## src/rtl/fsm_stim_driver.sv

```systemverilog
`default_nettype none
// ============================================================================
// Module      : fsm_stim_driver
// Description : Register-driven stimulus and checker for the three-phase
//               sequence FSM (FIRST -> SECOND -> THIRD -> FIRST). Drives the
//               FSM's restart/pause inputs, counts completed sequences and
//               compares the FSM's even/odd/terminal outputs against an
//               internal shadow model every cycle.
//               Optional: define FSM_STIM_ERR_COUNT_EN to add a saturating
//               8-bit err_count output and abort the run on first mismatch.
// Revision    : 1.0 - initial release
// ============================================================================
module fsm_stim_driver #(
    parameter int CW = 16,
    parameter int PW = 4
) (
    input  logic          clk,
    input  logic          rst_n,
    input  logic          start,
    input  logic          stop,
    input  logic [CW-1:0] num_seq,
    input  logic [PW-1:0] pause_len,
    input  logic          even,
    input  logic          odd,
    input  logic          terminal,
    output logic          restart,
    output logic          pause,
    output logic          busy,
    output logic          done,
    output logic [CW-1:0] seq_count,
    output logic          mismatch,
    output logic          err
`ifdef FSM_STIM_ERR_COUNT_EN
    ,
    output logic [7:0]    err_count
`endif
);

    // Controller states
    localparam logic [1:0] c_ST_IDLE   = 2'd0;
    localparam logic [1:0] c_ST_RUN    = 2'd1;
    localparam logic [1:0] c_ST_HOLD   = 2'd2;
    localparam logic [1:0] c_ST_FINISH = 2'd3;

    // Shadow encoding of the observed FSM
    localparam logic [1:0] c_SH_FIRST  = 2'b11;
    localparam logic [1:0] c_SH_SECOND = 2'b10;
    localparam logic [1:0] c_SH_THIRD  = 2'b01;

    logic [1:0]    r_state;
    logic [1:0]    w_state_next;
    logic [1:0]    r_shadow;
    logic [1:0]    w_shadow_next;
    logic          r_restart;
    logic          r_pause;
    logic          r_done;
    logic          r_mismatch;
    logic          r_err;
    logic [CW-1:0] r_seq_count;
    logic [PW-1:0] r_pcnt;
    logic          r_paused;

    logic          w_restart_next;
    logic          w_pause_next;
    logic          w_done_next;
    logic          w_exp_even;
    logic          w_exp_odd;
    logic          w_exp_term;
    logic          w_diff;
    logic          w_busy;
    logic          w_start_ok;
    logic          w_abort;
    logic          w_term_evt;
    logic          w_last;
    logic          w_pause_go;
    logic          w_hold_end;

    // Shadow transition: mirrors the FSM, driven by the registered controls it sees
    always_comb begin
        w_shadow_next = c_SH_FIRST;
        case (r_shadow)
            c_SH_FIRST:  w_shadow_next = (r_restart | r_pause) ? c_SH_FIRST : c_SH_SECOND;
            c_SH_SECOND: w_shadow_next = r_restart ? c_SH_FIRST :
                                         (r_pause ? c_SH_SECOND : c_SH_THIRD);
            c_SH_THIRD:  w_shadow_next = (!r_restart && r_pause) ? c_SH_THIRD : c_SH_FIRST;
            default:     w_shadow_next = c_SH_FIRST;
        endcase
    end

    assign w_exp_even = (r_shadow == c_SH_SECOND);
    assign w_exp_odd  = (r_shadow == c_SH_FIRST) || (r_shadow == c_SH_THIRD);
    assign w_exp_term = (r_shadow == c_SH_THIRD) && (r_restart || !r_pause);
    assign w_diff     = ({even, odd, terminal} != {w_exp_even, w_exp_odd, w_exp_term});

    assign w_busy     = (r_state != c_ST_IDLE);
    assign w_start_ok = start && (r_state == c_ST_IDLE);
`ifdef FSM_STIM_ERR_COUNT_EN
    // A reported mismatch freezes the run exactly like a stop request
    assign w_abort    = w_busy && (stop || r_mismatch);
`else
    assign w_abort    = w_busy && stop;
`endif
    assign w_term_evt = (r_state == c_ST_RUN) && terminal && (r_shadow == c_SH_THIRD);
    assign w_last     = (num_seq != '0) && ((r_seq_count + CW'(1)) == num_seq);
    // Decide on the shadow's next state so pause is already high while the
    // FSM sits in SECOND; the dwell is then exactly 1+pause_len cycles.
    assign w_pause_go = (r_state == c_ST_RUN) && (w_shadow_next == c_SH_SECOND) &&
                        (pause_len != '0) && !r_paused;
    assign w_hold_end = (r_state == c_ST_HOLD) && (r_pcnt == PW'(1));

    // State register together with the registered FSM controls
    always_ff @(posedge clk or negedge rst_n) begin
        if (!rst_n) begin
            r_state   <= c_ST_IDLE;
            r_restart <= 1'b1;
            r_pause   <= 1'b0;
            r_done    <= 1'b0;
        end else begin
            r_state   <= w_state_next;
            r_restart <= w_restart_next;
            r_pause   <= w_pause_next;
            r_done    <= w_done_next;
        end
    end

    // Next-state logic; abort (stop) outranks sequence completion
    always_comb begin
        w_state_next = r_state;
        case (r_state)
            c_ST_IDLE: begin
                if (start) w_state_next = c_ST_RUN;
            end
            c_ST_RUN: begin
                if (w_abort)                 w_state_next = c_ST_IDLE;
                else if (w_term_evt && w_last) w_state_next = c_ST_FINISH;
                else if (w_pause_go)         w_state_next = c_ST_HOLD;
            end
            c_ST_HOLD: begin
                if (w_abort)         w_state_next = c_ST_IDLE;
                else if (w_hold_end) w_state_next = c_ST_RUN;
            end
            c_ST_FINISH: w_state_next = c_ST_IDLE;
            default:     w_state_next = c_ST_IDLE;
        endcase
    end

    // Output decode from the next state: restart outside RUN/HOLD, pause in HOLD
    always_comb begin
        w_restart_next = 1'b1;
        w_pause_next   = 1'b0;
        w_done_next    = 1'b0;
        case (w_state_next)
            c_ST_RUN:    w_restart_next = 1'b0;
            c_ST_HOLD: begin
                w_restart_next = 1'b0;
                w_pause_next   = 1'b1;
            end
            c_ST_FINISH: w_done_next = 1'b1;
            default: begin
                w_restart_next = 1'b1;
                w_pause_next   = 1'b0;
            end
        endcase
    end

    // Shadow model, sequence counter, pause counter and checker flags
    always_ff @(posedge clk or negedge rst_n) begin
        if (!rst_n) begin
            r_shadow    <= c_SH_FIRST;
            r_seq_count <= '0;
            r_pcnt      <= '0;
            r_paused    <= 1'b0;
            r_mismatch  <= 1'b0;
            r_err       <= 1'b0;
        end else begin
            r_shadow   <= w_shadow_next;
            r_mismatch <= w_diff;
            r_err      <= w_start_ok ? 1'b0 : (r_err | w_diff);

            if (w_start_ok)      r_seq_count <= '0;
            else if (w_term_evt) r_seq_count <= r_seq_count + CW'(1);

            if (w_start_ok || w_term_evt) r_paused <= 1'b0;
            else if (w_pause_go)          r_paused <= 1'b1;

            if (w_pause_go)                    r_pcnt <= pause_len;
            else if (w_state_next == c_ST_HOLD) r_pcnt <= r_pcnt - PW'(1);
            else                               r_pcnt <= '0;
        end
    end

`ifdef FSM_STIM_ERR_COUNT_EN
    logic [7:0] r_err_count;

    // Saturating count of mismatch pulses, cleared when a run starts
    always_ff @(posedge clk or negedge rst_n) begin
        if (!rst_n)                            r_err_count <= 8'd0;
        else if (w_start_ok)                   r_err_count <= 8'd0;
        else if (w_diff && r_err_count != 8'hFF) r_err_count <= r_err_count + 8'd1;
    end

    assign err_count = r_err_count;
`endif

    assign restart   = r_restart;
    assign pause     = r_pause;
    assign busy      = w_busy;
    assign done      = r_done;
    assign seq_count = r_seq_count;
    assign mismatch  = r_mismatch;
    assign err       = r_err;

endmodule
`default_nettype wire
```

## config.mk

```make
export PLATFORM = sky130hd
export DESIGN_NAME = fsm_stim_driver
export DESIGN_NICKNAME = d
export VERILOG_FILES = /design/src/rtl/fsm_stim_driver.sv
export SDC_FILE = /design/constraint.sdc
export NUM_CORES = 1
export LEC_CHECK = 0
export CORE_ASPECT_RATIO = 2
export CORE_UTILIZATION = 35
export CTS_BUF_LIST = sky130_fd_sc_hd__clkbuf_16
export CTS_CLUSTER_SIZE = 10
export DETAILED_ROUTE_END_ITERATION = 12
export GPL_ROUTABILITY_DRIVEN = 0
export PLACE_DENSITY = 0.63
export SYNTH_ARGS = -nofsm -noshare
export SYNTH_HDL_FRONTEND = slang
export SYNTH_SLANG_ARGS = --single-unit
```

## constraint.sdc

```tcl
create_clock -name clk -period 3.1 [get_ports clk]
set_clock_uncertainty 0.1 [all_clocks]
set_input_delay 0.62 -clock clk [delete_from_list [all_inputs] [get_ports clk]]
set_output_delay 0.62 -clock clk [all_outputs]
set_load 0.05 [all_outputs]
```

# Yosys cells after proc, flatten, opt, wreduce, memory -nomap -nowiden

Cells that the tools add are included.

Register bits after elaboration: 30
Latch bits: 0
Memory bits (writable): 0
Memory bits (read-only): 0
Input port bits: 27
Output and inout bits: 22
Word-level logic and storage cells: 74
Memories: 0

Add/subtract/negate cells: 2
Multiply operators: 0
Div/mod/pow operators: 0
Order comparisons: 0
Equality and inequality tests: 13
Shifts and indexed selects: 0
Muxes and demuxes: 22
Bitwise logic cells: 2
Reductions and logical operators: 25

Operators by type and width:

| cell                    | count |
|---|---|
| $mux W16                | 2 |
| $mux W2                 | 9 |
| $add A16 B1 Y16 const B | 1 |
| $eq A16 B16 Y1          | 1 |
| $reduce_bool A16 Y1     | 1 |
| $eq A2 B2 Y1 const B    | 7 |
| $logic_and A1 B1 Y1     | 12 |
| $mux W4                 | 2 |
| $pmux W2 S4             | 1 |
| $mux W1                 | 7 |
| $eq A2 B1 Y1 const B    | 3 |
| $pmux W2 S3             | 1 |
| $reduce_bool A2 Y1      | 3 |
| $eq A4 B1 Y1 const B    | 1 |
| $reduce_bool A4 Y1      | 1 |
| $sub A4 B1 Y4 const B   | 1 |
| $logic_not A1 Y1        | 3 |
| $logic_or A1 B1 Y1      | 3 |
| $ne A3 B3 Y1            | 1 |
| $logic_not A2 Y1        | 1 |
| $or A1 B1 Y1            | 2 |
| $reduce_or A2 Y1        | 1 |

# Longest topological paths before layout

Word-level depth: 15
Depth in mapped cells: 11
Gate-level depth less buffers: 10

# Worst setup path before layout

No wires, ideal clock.

Path kind: reg-to-reg
From: register r_seq_count[0], in the netlist seq_count[0]
To: register r_pcnt[1]
Data arrival time: 2.656 ns
Required time: 2.917 ns
Path slack: 0.261 ns
Stages on the path, launching flop included: 12
Path buffers: 1
Period minus slack after synthesis: 2.839 ns
Cell sequence: dfrtp_1 > ha_1 > nand3_1 > clkbuf_1 > or2_2 > nand3_1 > o21ai_0 > nor4_1 > a41o_1 > ha_1 > nand2b_1 > o21ai_0

Word-level cells in the longest chain between the ends: 10

Ends and longest elaborated chain:

| item                   | line | RTL |
|---|---|---|
| start, declared        | 59   | `logic [CW-1:0] r_seq_count;` |
| start signal, assigned | 181  | `else if (w_term_evt) r_seq_count <= r_seq_count + CW'(1);` |
| $add A16 B1 Y16        | 104  | `assign w_last = (num_seq != '0) && ((r_seq_count + CW'(1)) == num_seq);` |
| $eq A16 B16 Y1         | 104  |  |
| $logic_and A1 B1 Y1    | 104  |  |
| $logic_and A1 B1 Y1    | 135  | `else if (w_term_evt && w_last) w_state_next = c_ST_FINISH;` |
| $mux W2                | 135  |  |
| $mux W2                | 134  | `if (w_abort) w_state_next = c_ST_IDLE;` |
| $pmux W2 S4            | 129  | `case (r_state)` |
| net w_state_next[1]    | 51   | `logic [1:0] w_state_next;` |
| $eq A2 B2 Y1           | 187  | `else if (w_state_next == c_ST_HOLD) r_pcnt <= r_pcnt - PW'(1);` |
| $mux W4                | 187  |  |
| $mux W4                | 186  | `if (w_pause_go) r_pcnt <= pause_len;` |
| end signal, assigned   | 186  |  |
| end signal, assigned   | 187  |  |
| end, declared          | 60   | `logic [PW-1:0] r_pcnt;` |

The timed path passes the listed nets, and every way through them passes these cells.
A chain may end at the register's enable or synchronous reset.

# Final worst setup path

From: register r_seq_count[4], in the netlist seq_count[4]
To: register r_pcnt[1]

Same word-level chain as after synthesis.

==> qor.yml <==
cts_buffers: 5
drc: 0
grt_use_total_pct: 20.1
drt_first_iter_violations: 71
synth_nets: 274
r2r_cells: 9
cp.arrival_ns: 2.87
pwr-share-clk_pct: 28.8
htreeDepth: 2
drt-total-wl_um: 5730
tns_ns: 0
ys.flop_type: "dfrtp_1"
combPwrFrac_pct: 36.8
hold_class: "reg2reg"
syn-cell-area_sq_um: 2020
fill_cells: 539
fp.dieH_um: 110
clk_latency_ns: 0.27
max_slew.worst_pin.slew_ns: 0.517
clock.fmax_mhz: 352
seqPwrFrac_pct: 34.3
antenna_found_initial: 0
leakage_nw: 1.08
crit_start: "seq_count[4]"
critPathCaptureType: "flip-flop"
grt_start_max_net_pins: 31
drv_slew: 0
cts-root-buf: "clkbuf_16"
cts_sinks: 30
synth_edf_count: 0
max_slew_margin_pct: 65.3
viasPerCell: 5.64
ir_worst_vdd_mv: 0.368
ys_ff_latch: 30
p_per_area_nw_per_um2: 581
status: "complete, no violations"
area_growth_pct: 35.4
grt_pass1_wl_um: 9470
hold_viol: 0
required_ns: 3.13
preCtsSetupSlack_ns: 0.262
drt-wirelength-per-cell_um: 16.1
antennaDiodeCount: 0
tritoncts: "built"
setup_ws_ns: 0.262
finalCritPeriodShare_pct: 91.5
start_util_pct: 36.7
synth.distinct_cells: 42
switching_share_pct: 37.4
min-delay-start: "err"
critPathKind: "reg2reg"
grt_pass1_vias: 1943
p_switching_mw: 0.596
cp_max_fo: 10
fp-row-count: 38
drive_gt1_share_pct: 8.45
gr-total-overflow: 0
synthCells: 242
place_hpwl_um: 4350
die-width_um: 55.8
placed_area_sq_um: 2590
clock_path_buffers: 2
r2r-start: "seq_count[4]"
start_kind: "flip-flop"
clk_pin_slew_ns: 0.05
final_net_count: 327
cts_hold_buffers: 0
avgSynthCellArea_sq_um: 8.37
setup_viol: 0
die_area_sq_um: 6110
async_reset_ff_share_pct: 100
coreArea_sq_um: 5520
fin_crit_ns: 2.84
max_cap_viol_count: 0
p_int_mw: 0.996
io_pins: 49
dr.pass1.iters: 4
yosys_warnings: 0
hold_path_depth: 1
ys_seq_area_share_pct: 37.3
design_area_sq_um: 2740
io_buffers: 48
vias: 2008
rsz0062_at_grt: "false"
antenna_left: 0
[worst paths after layout]
kind                                  to  slack (ns)
setup / recovery               r_pcnt[1]        0.26
hold / removal                       err        0.40
setup reg to reg               r_pcnt[1]        0.26
hold reg to reg                      err        0.40
max in group asynchronous        restart        1.94
min in group asynchronous  seq_count[13]        0.64
[cell type report]
class | instances | area (sq um) | area share (%)
Timing Repair Buffer | 54 | 526 | 19.2
Clock inverter | 3 | 13.8 | 0.502
Tap cell | 60 | 75.1 | 2.74
Sequential cell | 30 | 756 | 27.6
Inverter | 7 | 26.3 | 0.959
Clock buffer | 5 | 125 | 4.57
Multi-Input combinational cell | 197 | 1220 | 44.5
[synth_stat cells (all sizes together) (2+ instances only)]
| master | n | share of area (%) |
|---|---|---|
| dfrtp | 27 | 33 |
| nor4 | 12 | 5.2 |
| o22ai | 2 | 0.62 |
| a21oi | 8 | 2.0 |
| a31oi | 3 | 0.93 |
| o21ai | 27 | 6.7 |
| ha | 5 | 3.1 |
| dfstp | 3 | 3.9 |
| o32ai | 2 | 0.87 |
| nor2b | 3 | 0.93 |
| mux2i | 2 | 0.99 |
| xor2 | 10 | 4.3 |
| nand4 | 5 | 1.5 |
| nor3 | 9 | 2.2 |
| nor2 | 24 | 4.6 |
| a21o | 3 | 1.1 |
| xnor2 | 14 | 6.1 |
| inv | 7 | 1.3 |
| o31ai | 4 | 1.5 |
| nand3 | 11 | 3.0 |
| o21a | 2 | 0.74 |
| clkbuf | 7 | 1.3 |
| or3 | 4 | 1.5 |
| nand2 | 29 | 5.4 |
| nand2b | 6 | 1.9 |
[through the flow]
stage / utilization, % / hold WS [ns] / cells / total power [mW]
after floorplan: - / 0.224 / 242 / 0.931
after global placement: 47.0 / 0.381 / 348 / 1.13
after detailed placement: 47.0 / 0.394 / 348 / 1.14
after CTS: 49.5 / 0.405 / 356 / 1.61
after global routing: 49.7 / 0.430 / 356 / 1.69
final: 49.7 / 0.404 / 356 / 1.59
[cell families after synthesis]
group / Yosys count / share of synthesized area, %
fa+ha+maj: 5 / 3.09
mux: 2 / 0.989
flops: 30 / 37.3
xor+xnor: 24 / 10.4
buf+inv: 15 / 2.84
compound gates: 57 / 17.1
simple gates: 109 / 28.3
[critical path: stages (launching register included)]
cell	delay, ns
dfrtp_1	0.50
nand3_2	0.23
nor3_1	0.48
and3_1	0.26
mux2i_1	0.32
nor2_1	0.08
a41o_1	0.29
ha_1	0.26
nand2b_1	0.09
o21ai_0	0.08
[layout by cell type (no fill, tap or decap), types with 2 or more instances in the layout]
cell and instances:
dfrtp_1 26, clkinv_2 2, or3_1 3, o32ai_1 2, nand2_1 29, nor3_1 9, xor2_1 10, dfstp_2 3
a21o_1 3, clkbuf_16 5, ha_1 5, o21ai_0 27, nor4_1 9, o31ai_1 4, nor2_1 23, clkdlybuf4s50_1 48
mux2i_1 2, buf_4 6, xnor2_1 14, o21a_1 2, a21oi_1 8, nand4_1 5, nand2b_1 6, a31oi_1 3
nand3_1 10, nor4_4 2, nor2b_1 3, inv_1 8, o22ai_1 2
[routing by layer]
| metal | share of wire, % | wire (um) | up-vias | GRT usage (%) |
|---|---|---|---|---|
| li1 | - | - | 980 | - |
| met1 | 38 | 2210 | 942 | 21.3 |
| met2 | 52 | 2960 | 67 | 34.4 |
| met3 | 4.4 | 253 | 19 | 3.29 |
| met4 | 5.5 | 315 | 0 | 17.0 |
| met5 | 0 | 0 | - | 0 |
[repair_timing]
| action | in CTS | in global routing |
|---|---|---|
| hold endpoints to repair | 0 | 0 |
| setup buffers | 0 | 0 |
| gates resized for setup | 0 | 2 |
| setup endpoints to repair | 0 | 2 |
[state kept, by name (all words and copies together), names as in the netlist]
name / cells
r_paused: 1
mismatch: 1
err: 1
r_pcnt: 4
pause: 1
restart: 1
r_shadow: 2
seq_count: 16
done: 1
r_state: 2
[power by group through the flow]
stage                     logic, mW  clock network (mW)  registers [mW]
after global routing          0.646               0.489           0.557
after global placement        0.585                   0           0.547
after CTS                     0.590               0.470           0.546
final                         0.587               0.459           0.546
after floorplan               0.313                   0           0.618
after detailed placement      0.587                   0           0.552
No activity file was read; power rests on OpenSTA's default activity.
